`src/rtl/timer_pkg.sv`:
```
// Shared types and bus addresses for the DIV/TIMA/TMA/TAC timer.
package timer_pkg;

  typedef enum logic [1:0] {
    TimerIdle     = 2'd0,
    TimerOverflow = 2'd1,
    TimerReload   = 2'd2
  } timer_state_e;

  localparam logic [15:0] ADDR_DIV  = 16'hFF04;
  localparam logic [15:0] ADDR_TIMA = 16'hFF05;
  localparam logic [15:0] ADDR_TMA  = 16'hFF06;
  localparam logic [15:0] ADDR_TAC  = 16'hFF07;

endpackage

```
`src/rtl/timer.sv`:
```
// Game Boy DIV/TIMA/TMA/TAC timer on the CPU bus, with delayed TMA reload and IRQ.
// state    | meaning
// Idle     | TIMA counts on falling edges of the selected divider tap
// Overflow | TIMA reads 0x00 for 4 clk; reload from TMA and irq at ph=3
// Reload   | 4 clk after reload; TIMA writes ignored, TMA writes also land in TIMA
module timer
  import timer_pkg::*;
(
  input  logic        clk,
  input  logic        reset_n,
  input  logic [1:0]  t_cycle,
  input  logic [15:0] mem_addr,
  input  logic        mem_enable,
  input  logic        mem_write,
  input  logic [7:0]  mem_wdata,
  output logic [7:0]  mem_rdata,
  output logic        sel,
  output logic        irq_timer
);

  logic [15:0]  sys_cnt;
  logic [7:0]   tima, tima_nx;
  logic [7:0]   tma;
  logic [2:0]   tac;
  logic         tick_q;
  timer_state_e state, state_nx;
  logic [1:0]   ph, ph_nx;
  logic         irq_nx;

  logic tap_bit, tick, fall;
  logic wr_en, wr_div, wr_tima, wr_tma, wr_tac;

  assign sel = mem_enable && (mem_addr >= ADDR_DIV) && (mem_addr <= ADDR_TAC);

  assign wr_en   = sel && mem_write && (t_cycle == 2'd3);
  assign wr_div  = wr_en && (mem_addr == ADDR_DIV);
  assign wr_tima = wr_en && (mem_addr == ADDR_TIMA);
  assign wr_tma  = wr_en && (mem_addr == ADDR_TMA);
  assign wr_tac  = wr_en && (mem_addr == ADDR_TAC);

  always_comb begin
    tap_bit = 1'b0;
    case (tac[1:0])
      2'b00:   tap_bit = sys_cnt[9];
      2'b01:   tap_bit = sys_cnt[3];
      2'b10:   tap_bit = sys_cnt[5];
      default: tap_bit = sys_cnt[7];
    endcase
  end

  // A DIV clear or TAC change that drops the tap also reads as a falling edge here.
  assign tick = tac[2] & tap_bit;
  assign fall = tick_q & ~tick;

  always_comb begin
    mem_rdata = 8'hFF;
    if (sel) begin
      case (mem_addr)
        ADDR_DIV:  mem_rdata = sys_cnt[15:8];
        ADDR_TIMA: mem_rdata = tima;
        ADDR_TMA:  mem_rdata = tma;
        ADDR_TAC:  mem_rdata = {5'b11111, tac};
        default:   mem_rdata = 8'hFF;
      endcase
    end
  end

  always_comb begin
    state_nx = state;
    ph_nx    = ph + 2'd1;
    tima_nx  = tima;
    irq_nx   = 1'b0;
    case (state)
      TimerIdle: begin
        ph_nx = 2'd0;
        if (wr_tima) begin
          tima_nx = mem_wdata;
        end else if (fall) begin
          if (tima == 8'hFF) begin
            tima_nx  = 8'h00;
            state_nx = TimerOverflow;
          end else begin
            tima_nx = tima + 8'd1;
          end
        end
      end
      TimerOverflow: begin
        if (wr_tima) begin
          tima_nx  = mem_wdata;
          state_nx = TimerIdle;
          ph_nx    = 2'd0;
        end else if (ph == 2'd3) begin
          // A TMA write on the reload edge is forwarded straight into TIMA.
          tima_nx  = wr_tma ? mem_wdata : tma;
          irq_nx   = 1'b1;
          state_nx = TimerReload;
          ph_nx    = 2'd0;
        end
      end
      TimerReload: begin
        if (wr_tma) begin
          tima_nx = mem_wdata;
        end else if (fall) begin
          tima_nx = tima + 8'd1;
        end
        if (ph == 2'd3) begin
          state_nx = TimerIdle;
          ph_nx    = 2'd0;
        end
      end
      default: begin
        state_nx = TimerIdle;
        ph_nx    = 2'd0;
      end
    endcase
  end

  always_ff @(posedge clk or negedge reset_n) begin
    if (!reset_n) begin
      sys_cnt   <= 16'h0000;
      tima      <= 8'h00;
      tma       <= 8'h00;
      tac       <= 3'b000;
      tick_q    <= 1'b0;
      state     <= TimerIdle;
      ph        <= 2'd0;
      irq_timer <= 1'b0;
    end else begin
      sys_cnt   <= wr_div ? 16'h0000 : sys_cnt + 16'd1;
      tick_q    <= tick;
      if (wr_tma) tma <= mem_wdata;
      if (wr_tac) tac <= mem_wdata[2:0];
      tima      <= tima_nx;
      state     <= state_nx;
      ph        <= ph_nx;
      irq_timer <= irq_nx;
    end
  end

endmodule

```
`config.mk`:
```
export PLATFORM = sky130hd
export DESIGN_NAME = timer
export DESIGN_NICKNAME = d
export VERILOG_FILES = /design/src/rtl/timer_pkg.sv /design/src/rtl/timer.sv
export SDC_FILE = /design/constraint.sdc
export NUM_CORES = 1
export LEC_CHECK = 0
export CORE_MARGIN = 5
export CORE_UTILIZATION = 59
export CTS_BUF_LIST = sky130_fd_sc_hd__clkbuf_16
export CTS_CLUSTER_SIZE = 10
export DETAILED_ROUTE_END_ITERATION = 6
export PLACE_DENSITY = 0.95
export SETUP_SLACK_MARGIN = 0.5
export SYNTH_ARGS = -nofsm -noshare
export SYNTH_HDL_FRONTEND = slang
export SYNTH_SLANG_ARGS = --single-unit
```
`constraint.sdc`:
```
create_clock -name clk -period 4.15 [get_ports clk]
set_input_delay 0.6225 -clock clk [delete_from_list [all_inputs] [get_ports clk]]
set_output_delay 0.6225 -clock clk [all_outputs]
set_load 0.01 [all_outputs]
```
==> flow_metrics.tcl <==
set metrics [dict create \
    ctsHtreeMaxLevel 2 \
    timing.reg2reg.setup_slack_ns 1.76 \
    io_pins 40 \
    hold_class "flip-flop to flip-flop" \
    numCtsBuffers 5 \
    slew_violations 0 \
    ir_drop_v 0.000237 \
    final_area_um2 3410 \
    grt_pass1_vias 2602 \
    synth.avg_cell_area_um2 9.16 \
    synth_seq_cells 41 \
    layout-drive-gt1-share_pct 11.3 \
    cts_tree "built" \
    grt_setup_unrepaired "false" \
    num_vias 2561 \
    seq_area_frac_synth_pct 36.8 \
    endpoint_kind "output pin" \
    cts.clk_slew.worst_paths_ns 0.06 \
    outcome "finished clean" \
    setup_violations 0 \
    drc 0 \
    die_y_um 78.7 \
    post_dp_cell_area_um2 3220 \
    wl_um 7380 \
    synth.top_cell.area_share_pct 36.8 \
    grt_pass1_wl_um 12600 \
    synthDistinctLibCells 49 \
    skew_ns 0.00245 \
    wl_per_cell_um 18.5 \
    row_count 25 \
    synth_top_cells_by_area "dfrtp_1, nand2_1, mux2_2, o21ai_0, nor2_1" \
    antenna_found_initial 0 \
    gp_congestion 0.946 \
    async_reset_ff_share_pct 100 \
    synth_edf_count 0 \
    r2r_cells 6 \
    grt_max_degree 42 \
    viasPerCell 6.42 \
    syn-num-nets 341 \
    rr_startpoint "state[0]$_DFFE_PN0P_" \
    p_per_area_nw_per_um2 424 \
    drt_first_pass_iters 4 \
    synth_top_area_cell "dfrtp_1" \
    yosys_most_used_dff "dfrtp_1" \
    die_area_um2 6190 \
    dieWidth_um 78.7 \
    synth_cells 304 \
    worstHoldStart "ph[0]$_DFF_PN0_" \
    crit_end "mem_rdata[7]" \
    cts_buffer_depth 2 \
    fin_tns_setup_ns 0 \
    p_leak_nw 1.52 \
    maxCapViolations 0 \
    rr_endpoint "tima[5]$_DFFE_PN0P_" \
    antenna_left 0 \
    crit_path_start_kind "input pin" \
    finalCriticalPeriod_ns 3.50 \
    crit_type "input pin to output pin" \
    drt-initial-drc-count 246 \
    crit_fanout 5 \
    finalHoldViolCount 0 \
    synth_warnings 0 \
    diodes 0 \
    cts_root_buffer "clkbuf_16" \
    clk_latency_ns 0.29 \
    area_delta_synth_final_pct 22.6 \
    hpwlAfterDp_um 5150 \
    initial_core_util_pct 59.8 \
    relSlewSlack_pct 39.8 \
    grt-ovfl-total 0 \
    coreArea_um2 4660 \
    critPathLaunch "mem_addr[6]" \
    tightest_slew_ns 0.904 \
    period_share_pct 84.3 \
    syn_area_um2 2790 \
    portBuffers 39 \
    cts_sinks 41 \
    n_fill_cell 330 \
    required_ns 3.53 \
    clock.fmax_mhz 286 \
    worstPathArrival_ns 2.87 \
    track_usage_pct 25.5 \
    fin_nets 381 \
]
## cell families after synthesis
group / synth area share, %
AO/OA/AOI/OAI: 15.2
XOR/XNOR: 6.60
adder cells (fa/ha/maj): 3.14
buffers and inverters: 3.68
flip-flops: 36.8
multiplexers: 12.7
AND/OR/NAND/NOR: 21.8
## flip-flops by register name (all words and copies together), names as in the netlist
name       count
irq_timer      1
ph             2
state          2
sys_cnt       16
tac            3
tick_q         1
tima           8
tma            8
## stage by stage
step                      instances  util [%]  power, mW  setup WS [ns]  hold slack, ns
final                           399      73.2       1.45          0.653           0.444
after global routing            399      73.2       1.53          0.520           0.497
after CTS                       398      73.0       1.44          0.526           0.443
after detailed placement        390      69.0      0.989          0.331           0.435
after global placement          390      69.0      0.971          0.411           0.429
after floorplan                 304         -      0.855           1.60           0.327
## cells in the final DEF (no fill, tap or decap), types with 5 or more instances in the layout
| master | count |
|---|---|
| a21oi_1 | 11 |
| ha_1 | 7 |
| nor3_1 | 6 |
| clkdlybuf4s50_1 | 38 |
| o31ai_1 | 8 |
| xnor2_1 | 10 |
| mux2i_1 | 8 |
| inv_1 | 14 |
| and3_1 | 11 |
| dfrtp_1 | 41 |
| mux2_2 | 11 |
| o21ai_0 | 21 |
| a211oi_1 | 8 |
| nor2_1 | 26 |
| buf_4 | 5 |
| xor2_1 | 11 |
| nand2_1 | 40 |
| nand3_1 | 13 |
| clkbuf_16 | 5 |
## worst max-delay path, stage by stage
cell and delay (ns):
clkdlybuf4s50_1 0.45, nor4b_4 0.34, nand2_1 0.11, or3_4 0.43, a31oi_4 0.25, o21ai_0 0.17
clkdlybuf4s50_1 0.51
## worst min-delay path by stage
stage / to / slack (ns) / cells after the start
2_1_floorplan: irq_timer$_DFF_PN0_ / 0.33 / 0
3_3_place_gp: ph[0]$_DFF_PN0_ / 0.43 / 1
3_5_place_dp: ph[0]$_DFF_PN0_ / 0.44 / 1
4_1_cts: ph[0]$_DFF_PN0_ / 0.44 / 1
5_1_grt: ph[0]$_DFF_PN0_ / 0.50 / 1
6_report: ph[0]$_DFF_PN0_ / 0.44 / 1
## synth_stat cells, types with 10 or more instances
cell and number:
and3_1 11, nand2_1 40, nand3_1 13, xor2_1 11
inv_1 13, mux2_2 11, xnor2_1 10, a21oi_1 11
nor2_1 26, dfrtp_1 41, o21ai_0 21
## layer usage
layer	track usage, %	part of all wire (%)
met5	0	0
met4	12.8	3.5
met3	6.12	8.6
met2	40.2	46
met1	32.7	42
## layout make-up
| cell class | instances | area [um2] | share of cell area, % |
|---|---|---|---|
| Clock buffer | 5 | 125 | 3.67 |
| Timing Repair Buffer | 44 | 423 | 12.4 |
| Multi-Input combinational cell | 238 | 1680 | 49.1 |
| Inverter | 14 | 52.6 | 1.54 |
| Tap cell | 54 | 67.6 | 1.98 |
| Clock inverter | 3 | 42.5 | 1.25 |
| Sequential cell | 41 | 1030 | 30.1 |
## what timing repair did
item,4_1_cts,5_1_grt
hold buffers,0,0
setup endpoints to repair,5,5
setup buffers,0,1
pin swaps,0,1
resized for setup,2,1
## where the power goes
part | total (mW) | switching, mW | internal [mW]
logic | 0.483 | 0.275 | 0.208
clock network | 0.443 | 0.160 | 0.283
registers | 0.522 | 0.0744 | 0.448
Note: power is estimated with default switching activity, not from simulation.
